===== src/rtl/seg7_pkg.sv =====
// Shared types and the BCD-to-segment decode for the 3-digit scan driver.
package seg7_pkg;

    typedef enum logic [1:0] {
        SLOT_ONES = 2'd0,
        SLOT_TENS = 2'd1,
        SLOT_HUND = 2'd2
    } slot_e;

    localparam logic [6:0] SEG_BLANK = 7'b0000000;

    // seg[6:0] = {a,b,c,d,e,f,g}; codes 10-15 are dark.
    function automatic logic [6:0] bcd_to_seg(input logic [3:0] bcd);
        logic [6:0] s;
        case (bcd)
            4'd0:    s = 7'b1111110;
            4'd1:    s = 7'b0110000;
            4'd2:    s = 7'b1101101;
            4'd3:    s = 7'b1111001;
            4'd4:    s = 7'b0110011;
            4'd5:    s = 7'b1011011;
            4'd6:    s = 7'b1011111;
            4'd7:    s = 7'b1110000;
            4'd8:    s = 7'b1111111;
            4'd9:    s = 7'b1111011;
            default: s = SEG_BLANK;
        endcase
        return s;
    endfunction

    function automatic slot_e slot_succ(input slot_e s);
        slot_e n;
        case (s)
            SLOT_ONES: n = SLOT_TENS;
            SLOT_TENS: n = SLOT_HUND;
            default:   n = SLOT_ONES;
        endcase
        return n;
    endfunction

endpackage


===== src/rtl/seg7_refresh_timer.sv =====
// Digit-slot sequencer: CLK_DIV cycles per slot, ONES -> TENS -> HUND -> ONES.
module seg7_refresh_timer
    import seg7_pkg::*;
#(
    parameter int CLK_DIV = 8,
    parameter int CNT_W   = $clog2(CLK_DIV)
) (
    input  logic             clk,
    input  logic             rst,
    output slot_e            slot,
    output logic [CNT_W-1:0] cnt,
    output logic             frame_wrap
);

    localparam logic [CNT_W-1:0] CNT_LAST = CNT_W'(CLK_DIV - 1);

    slot_e            slot_nxt;
    logic [CNT_W-1:0] cnt_nxt;
    logic             slot_end;

    always_ff @(posedge clk) begin
        if (rst) begin
            slot <= SLOT_ONES;
            cnt  <= '0;
        end else begin
            slot <= slot_nxt;
            cnt  <= cnt_nxt;
        end
    end

    always_comb begin
        slot_end   = (cnt == CNT_LAST);
        cnt_nxt    = slot_end ? '0 : cnt + CNT_W'(1);
        slot_nxt   = slot_end ? slot_succ(slot) : slot;
        frame_wrap = slot_end && (slot == SLOT_HUND);
    end

endmodule


===== src/rtl/seg7_scan_driver.sv =====
// Multiplexed 3-digit 7-segment driver with a one-entry shadow register
// that is committed to the display only at frame boundaries.
module seg7_scan_driver
    import seg7_pkg::*;
#(
    parameter int CLK_DIV = 8,
    parameter int GAP     = 2,
    parameter int LZB     = 1
) (
    input  logic       clk,
    input  logic       rst,
    input  logic       load,
    input  logic [3:0] hundreds,
    input  logic [3:0] tens,
    input  logic [3:0] ones,
    input  logic       ovf,
    output logic       ready,
    output logic [6:0] seg,
    output logic       dp,
    output logic [2:0] dig_en,
    output logic       frame_done
);

    localparam int               CNT_W    = $clog2(CLK_DIV);
    localparam logic [CNT_W-1:0] CNT_LAST = CNT_W'(CLK_DIV - 1);

    slot_e            slot;
    logic [CNT_W-1:0] cnt;
    logic             frame_wrap;

    logic [3:0] pend_h, pend_t, pend_o;
    logic       pend_ovf, pend_full;
    logic [3:0] disp_h, disp_t, disp_o;
    logic       disp_ovf;

    slot_e            la_slot;
    logic [CNT_W-1:0] la_cnt;
    logic             la_active, hund_zero, blank, show;
    logic [3:0]       digit;
    logic [2:0]       onehot;
    logic [6:0]       seg_d;
    logic [2:0]       dig_en_d;
    logic             dp_d;

    seg7_refresh_timer #(
        .CLK_DIV (CLK_DIV),
        .CNT_W   (CNT_W)
    ) u_timer (
        .clk        (clk),
        .rst        (rst),
        .slot       (slot),
        .cnt        (cnt),
        .frame_wrap (frame_wrap)
    );

    always_ff @(posedge clk) begin
        if (rst) begin
            pend_h    <= '0;
            pend_t    <= '0;
            pend_o    <= '0;
            pend_ovf  <= 1'b0;
            pend_full <= 1'b0;
            disp_h    <= '0;
            disp_t    <= '0;
            disp_o    <= '0;
            disp_ovf  <= 1'b0;
        end else if (frame_wrap && pend_full) begin
            disp_h    <= pend_h;
            disp_t    <= pend_t;
            disp_o    <= pend_o;
            disp_ovf  <= pend_ovf;
            pend_full <= 1'b0;
        end else if (load && !pend_full) begin
            pend_h    <= hundreds;
            pend_t    <= tens;
            pend_o    <= ones;
            pend_ovf  <= ovf;
            pend_full <= 1'b1;
        end
    end

    assign ready = ~pend_full;

    // Output registers are loaded from the slot/cnt the timer is about to
    // enter, so the visible outputs line up with the current slot/cnt.
    always_comb begin
        la_cnt    = (cnt == CNT_LAST) ? '0 : cnt + CNT_W'(1);
        la_slot   = (cnt == CNT_LAST) ? slot_succ(slot) : slot;
        la_active = (int'(la_cnt) >= GAP);
        hund_zero = (disp_h == 4'd0) && !disp_ovf;
        digit     = disp_o;
        onehot    = 3'b001;
        blank     = 1'b0;
        case (la_slot)
            SLOT_TENS: begin
                digit  = disp_t;
                onehot = 3'b010;
                blank  = (LZB != 0) && hund_zero && (disp_t == 4'd0);
            end
            SLOT_HUND: begin
                digit  = disp_h;
                onehot = 3'b100;
                blank  = (LZB != 0) && hund_zero;
            end
            default: begin
                digit  = disp_o;
                onehot = 3'b001;
                blank  = 1'b0;
            end
        endcase
        show     = la_active && !blank;
        seg_d    = show ? bcd_to_seg(digit) : SEG_BLANK;
        dig_en_d = show ? onehot : '0;
        dp_d     = la_active && (la_slot == SLOT_HUND) && disp_ovf;
    end

    always_ff @(posedge clk) begin
        if (rst) begin
            seg        <= SEG_BLANK;
            dp         <= 1'b0;
            dig_en     <= '0;
            frame_done <= 1'b0;
        end else begin
            seg        <= seg_d;
            dp         <= dp_d;
            dig_en     <= dig_en_d;
            frame_done <= frame_wrap;
        end
    end

endmodule


===== config.mk =====
export PLATFORM = sky130hd
export DESIGN_NAME = seg7_scan_driver
export DESIGN_NICKNAME = d
export VERILOG_FILES = /design/src/rtl/seg7_pkg.sv /design/src/rtl/seg7_refresh_timer.sv /design/src/rtl/seg7_scan_driver.sv
export SDC_FILE = /design/constraint.sdc
export NUM_CORES = 1
export LEC_CHECK = 0
export BUFFER_PORTS_ARGS = -buffer_cell sky130_fd_sc_hd__buf_2
export CORE_ASPECT_RATIO = 0.7
export CORE_MARGIN = 2
export CORE_UTILIZATION = 59
export DETAILED_ROUTE_END_ITERATION = 16
export GPL_TIMING_DRIVEN = 0
export PLACE_DENSITY = 0.83
export SETUP_SLACK_MARGIN = 0.2
export SKIP_CTS_REPAIR_TIMING = 1
export SLEW_MARGIN = 20
export SYNTH_ARGS = -nofsm -noshare
export SYNTH_HDL_FRONTEND = slang
export SYNTH_SLANG_ARGS = --single-unit

===== constraint.sdc =====
create_clock -name clk -period 5.7 [get_ports clk]
set_input_delay 1.14 -clock clk [delete_from_list [all_inputs] [get_ports clk]]
set_output_delay 1.14 -clock clk [all_outputs]
set_load 0.03 [all_outputs]

==> impl_metrics.yaml <==
status:
  status: "complete, no violations"
global_routing:
  grt_first_pass_wirelength_mm: 6.12
  antenna_found_initial: 0
  grt_usage_pct: 22.0
  grt_start_max_net_pins: 13
  grt_pass1_vias: 1419
  grt-ovfl-total: 0
cts:
  cts_htree_levels: 2
  cts-root-buf: "clkbuf_8"
  clkTransAtPathRegs_ps: 80
  cts_buffers: 5
  cts.sinks: 44
  insertion_delay_ps: 290
  cts_tree: "done"
  clockBufferDepth: 2
yosys:
  synth-edff-count: 0
  yosys.area.top_type: "dfxtp_1"
  synth.distinct_cells: 30
  synthTopCellsByCount: "nand2_1, dfxtp_1, a21oi_1"
  yosys-top-cells-area: "dfxtp_1, nand2_1, a21oi_1, ha_1, nor2_1"
  synthFlopType: "dfxtp_1"
  synth.avg_cell_area_um2: 8.40
  syn_inst: 221
  ys_seq_area_share_pct: 47.4
  synth_fp_nets: 250
  yosysWarningCount: 0
  synth_area_um2: 1860
  async_flop_share_pct: 0
  yosysMostFrequentCell: "nand2_1"
  synth-seq-cells: 44
  netlist.area_leader.share_pct: 47.4
drt:
  drt_iter0_markers: 69
  wl_per_cell_um: 12.0
  drt_wl_total_mm: 3.50
  via_count: 1535
  dr.pass1.iters: 7
  drc_errors: 0
  detail_route.vias_per_cell: 5.27
  detail-route-antenna-nets: 0
pwr:
  ir_worst_vdd_uv: 236
  p_leak_nw: 0.916
  power_density_nw_per_um2: 270
timing:
  fin_ws_ps: 2520
  worstMarginPinSlew_ps: 580
  finalCritPeriodShare_pct: 55.7
  fmax_ghz: 0.315
  slew_violations: 0
  fin_crit_ps: 3180
  fin_tns_setup_ps: 0
  skew_ps: 5.06
  timing.slew.headroom_pct: 61.2
  hold_viol: 0
  rsz0062_at_grt: "false"
  finalSetupViolCount: 0
setup_path:
  critPathCaptureType: "register"
  worst-path-stages: 12
  critPathMaxFanout: 10
  r2r-end: "seg[0]"
  cp.arrival_ps: 3390
  crit_required_ps: 5910
  r2r_start: "u_timer.cnt[0]"
  cp_common_cell: "ha_1"
  path_class: "register to register"
  startpoint: "u_timer.cnt[0]"
  rrSetupSlack_ps: 2520
  ff2ff_path_depth: 12
  critPathLaunchType: "register"
  slowest_stage: "dfxtp_1"
  crit_path_cell_trace: "ha_1 > ha_1 > and2b_1 > a21oi_1 > ha_1 > clkbuf_1 > o21a_1 > inv_1 > ha_1 > nor3_1 > a211oi_1 > a211oi_1"
  slowest_delay_ps: 330
  cp_num_buf_inv: 2
  crit_end: "seg[0]"
  crit_family: "adder cells"
final_layout:
  nFillCells: 247
  fin_cells: 291
  regArea_um2: 881
  final_area_um2: 2110
  area_delta_synth_final_pct: 13.9
  multi_input_area_um2: 888
  drive_above_1_share_pct: 15.7
  nets: 284
  antenna_cells: 0
floorplan:
  start_util_pct: 64.0
  io_pins: 29
  rows: 16
  core_area_um2: 2900
  die_w_um: 71.1
  fp.dieH_um: 50.9
  die_area_um2: 3620
placed_design:
  portBuffers: 27
  placedCellCount: 284
  pre_cts_slack_ps: 2530
  placed_cell_area_um2: 2040
  hpwl_mm: 2.61
  place_congestion: 0.873
worst_hold_path:
  hold_class: "register to register"
run:
  maxCapViolCount: 0
power breakdown:
part	switching, mW	internal [mW]	total, mW
clock network	0.0967	0.0833	0.180
logic	0.0409	0.0215	0.0623
registers	0.00539	0.322	0.328
total	0.143	0.427	0.570
routing by layer:
layer,wire length [um],vias up,GRT usage [%]
met4,61,0,9.43
met2,1460,40,34.3
met5,0,-,0
met3,171,7,5.33
met1,1800,688,29.2
li1,-,800,-
worst min path at each step:
stage	slack, ps	endpoint	startpoint	depth (start not counted)
2_1_floorplan	420	u_timer.cnt[0]	u_timer.cnt[0]	1
3_3_place_gp	440	disp_ovf	pend_ovf	2
3_5_place_dp	440	disp_o[3]	pend_o[3]	2
4_1_cts	450	disp_h[3]	pend_h[3]	2
5_1_grt	470	disp_t[1]	pend_t[1]	2
6_report	450	disp_o[3]	pend_o[3]	2
sequential cells by signal (all words and copies together) (netlist names), 2 cells and up:
signal and flops:
u_timer.cnt 3, seg 7, pend_t 4, pend_o 4, pend_h 4, disp_o 4, dig_en 3, u_timer.slot 2
disp_t 4, disp_h 4
metrics by stage:
step	utilization, %	hold WS [ps]	power (mW)
2_1_floorplan	-	423	0.378
3_3_place_gp	70.2	442	0.396
3_5_place_dp	70.2	444	0.397
4_1_cts	72.8	454	0.575
5_1_grt	72.8	474	0.594
6_report	72.8	451	0.570
cell families after synthesis:
kind of cell / count (synthesis) / synth area share, %
and+or+nand+nor: 89 / 20.5
AOI/OAI and AO/OA: 54 / 18.0
DFF: 44 / 47.4
adders and majority gates: 13 / 8.76
muxes: 1 / 0.606
buffers and inverters: 20 / 4.72
cells in the final DEF (no fill, tap or decap), types with 6 or more instances in the layout:
master / n
nor2_1: 10
clkbuf_8: 6
clkbuf_1: 9
a21oi_1: 35
dfxtp_1: 44
nand2_1: 60
ha_1: 13
buf_2: 28
inv_1: 9
worst reg2reg max path: stages, from the launching register on:
cell	delay, ps
dfxtp_1	330
ha_1	200
ha_1	230
and2b_1	230
a21oi_1	310
ha_1	280
clkbuf_1	330
o21a_1	310
inv_1	150
ha_1	220
nor3_1	240
a211oi_1	70
a211oi_1	200
cell type report:
cell class              count  area share [%]
well taps                  36            2.13
multi-input cells         157            42.0
clock inverters             1           0.237
flip-flops and latches     44            41.7
plain buffers              11            2.54
repair buffers             27            6.39
clock buffers               6            3.43
inverters                   9            1.60
Power figures use the tool's default switching activity.
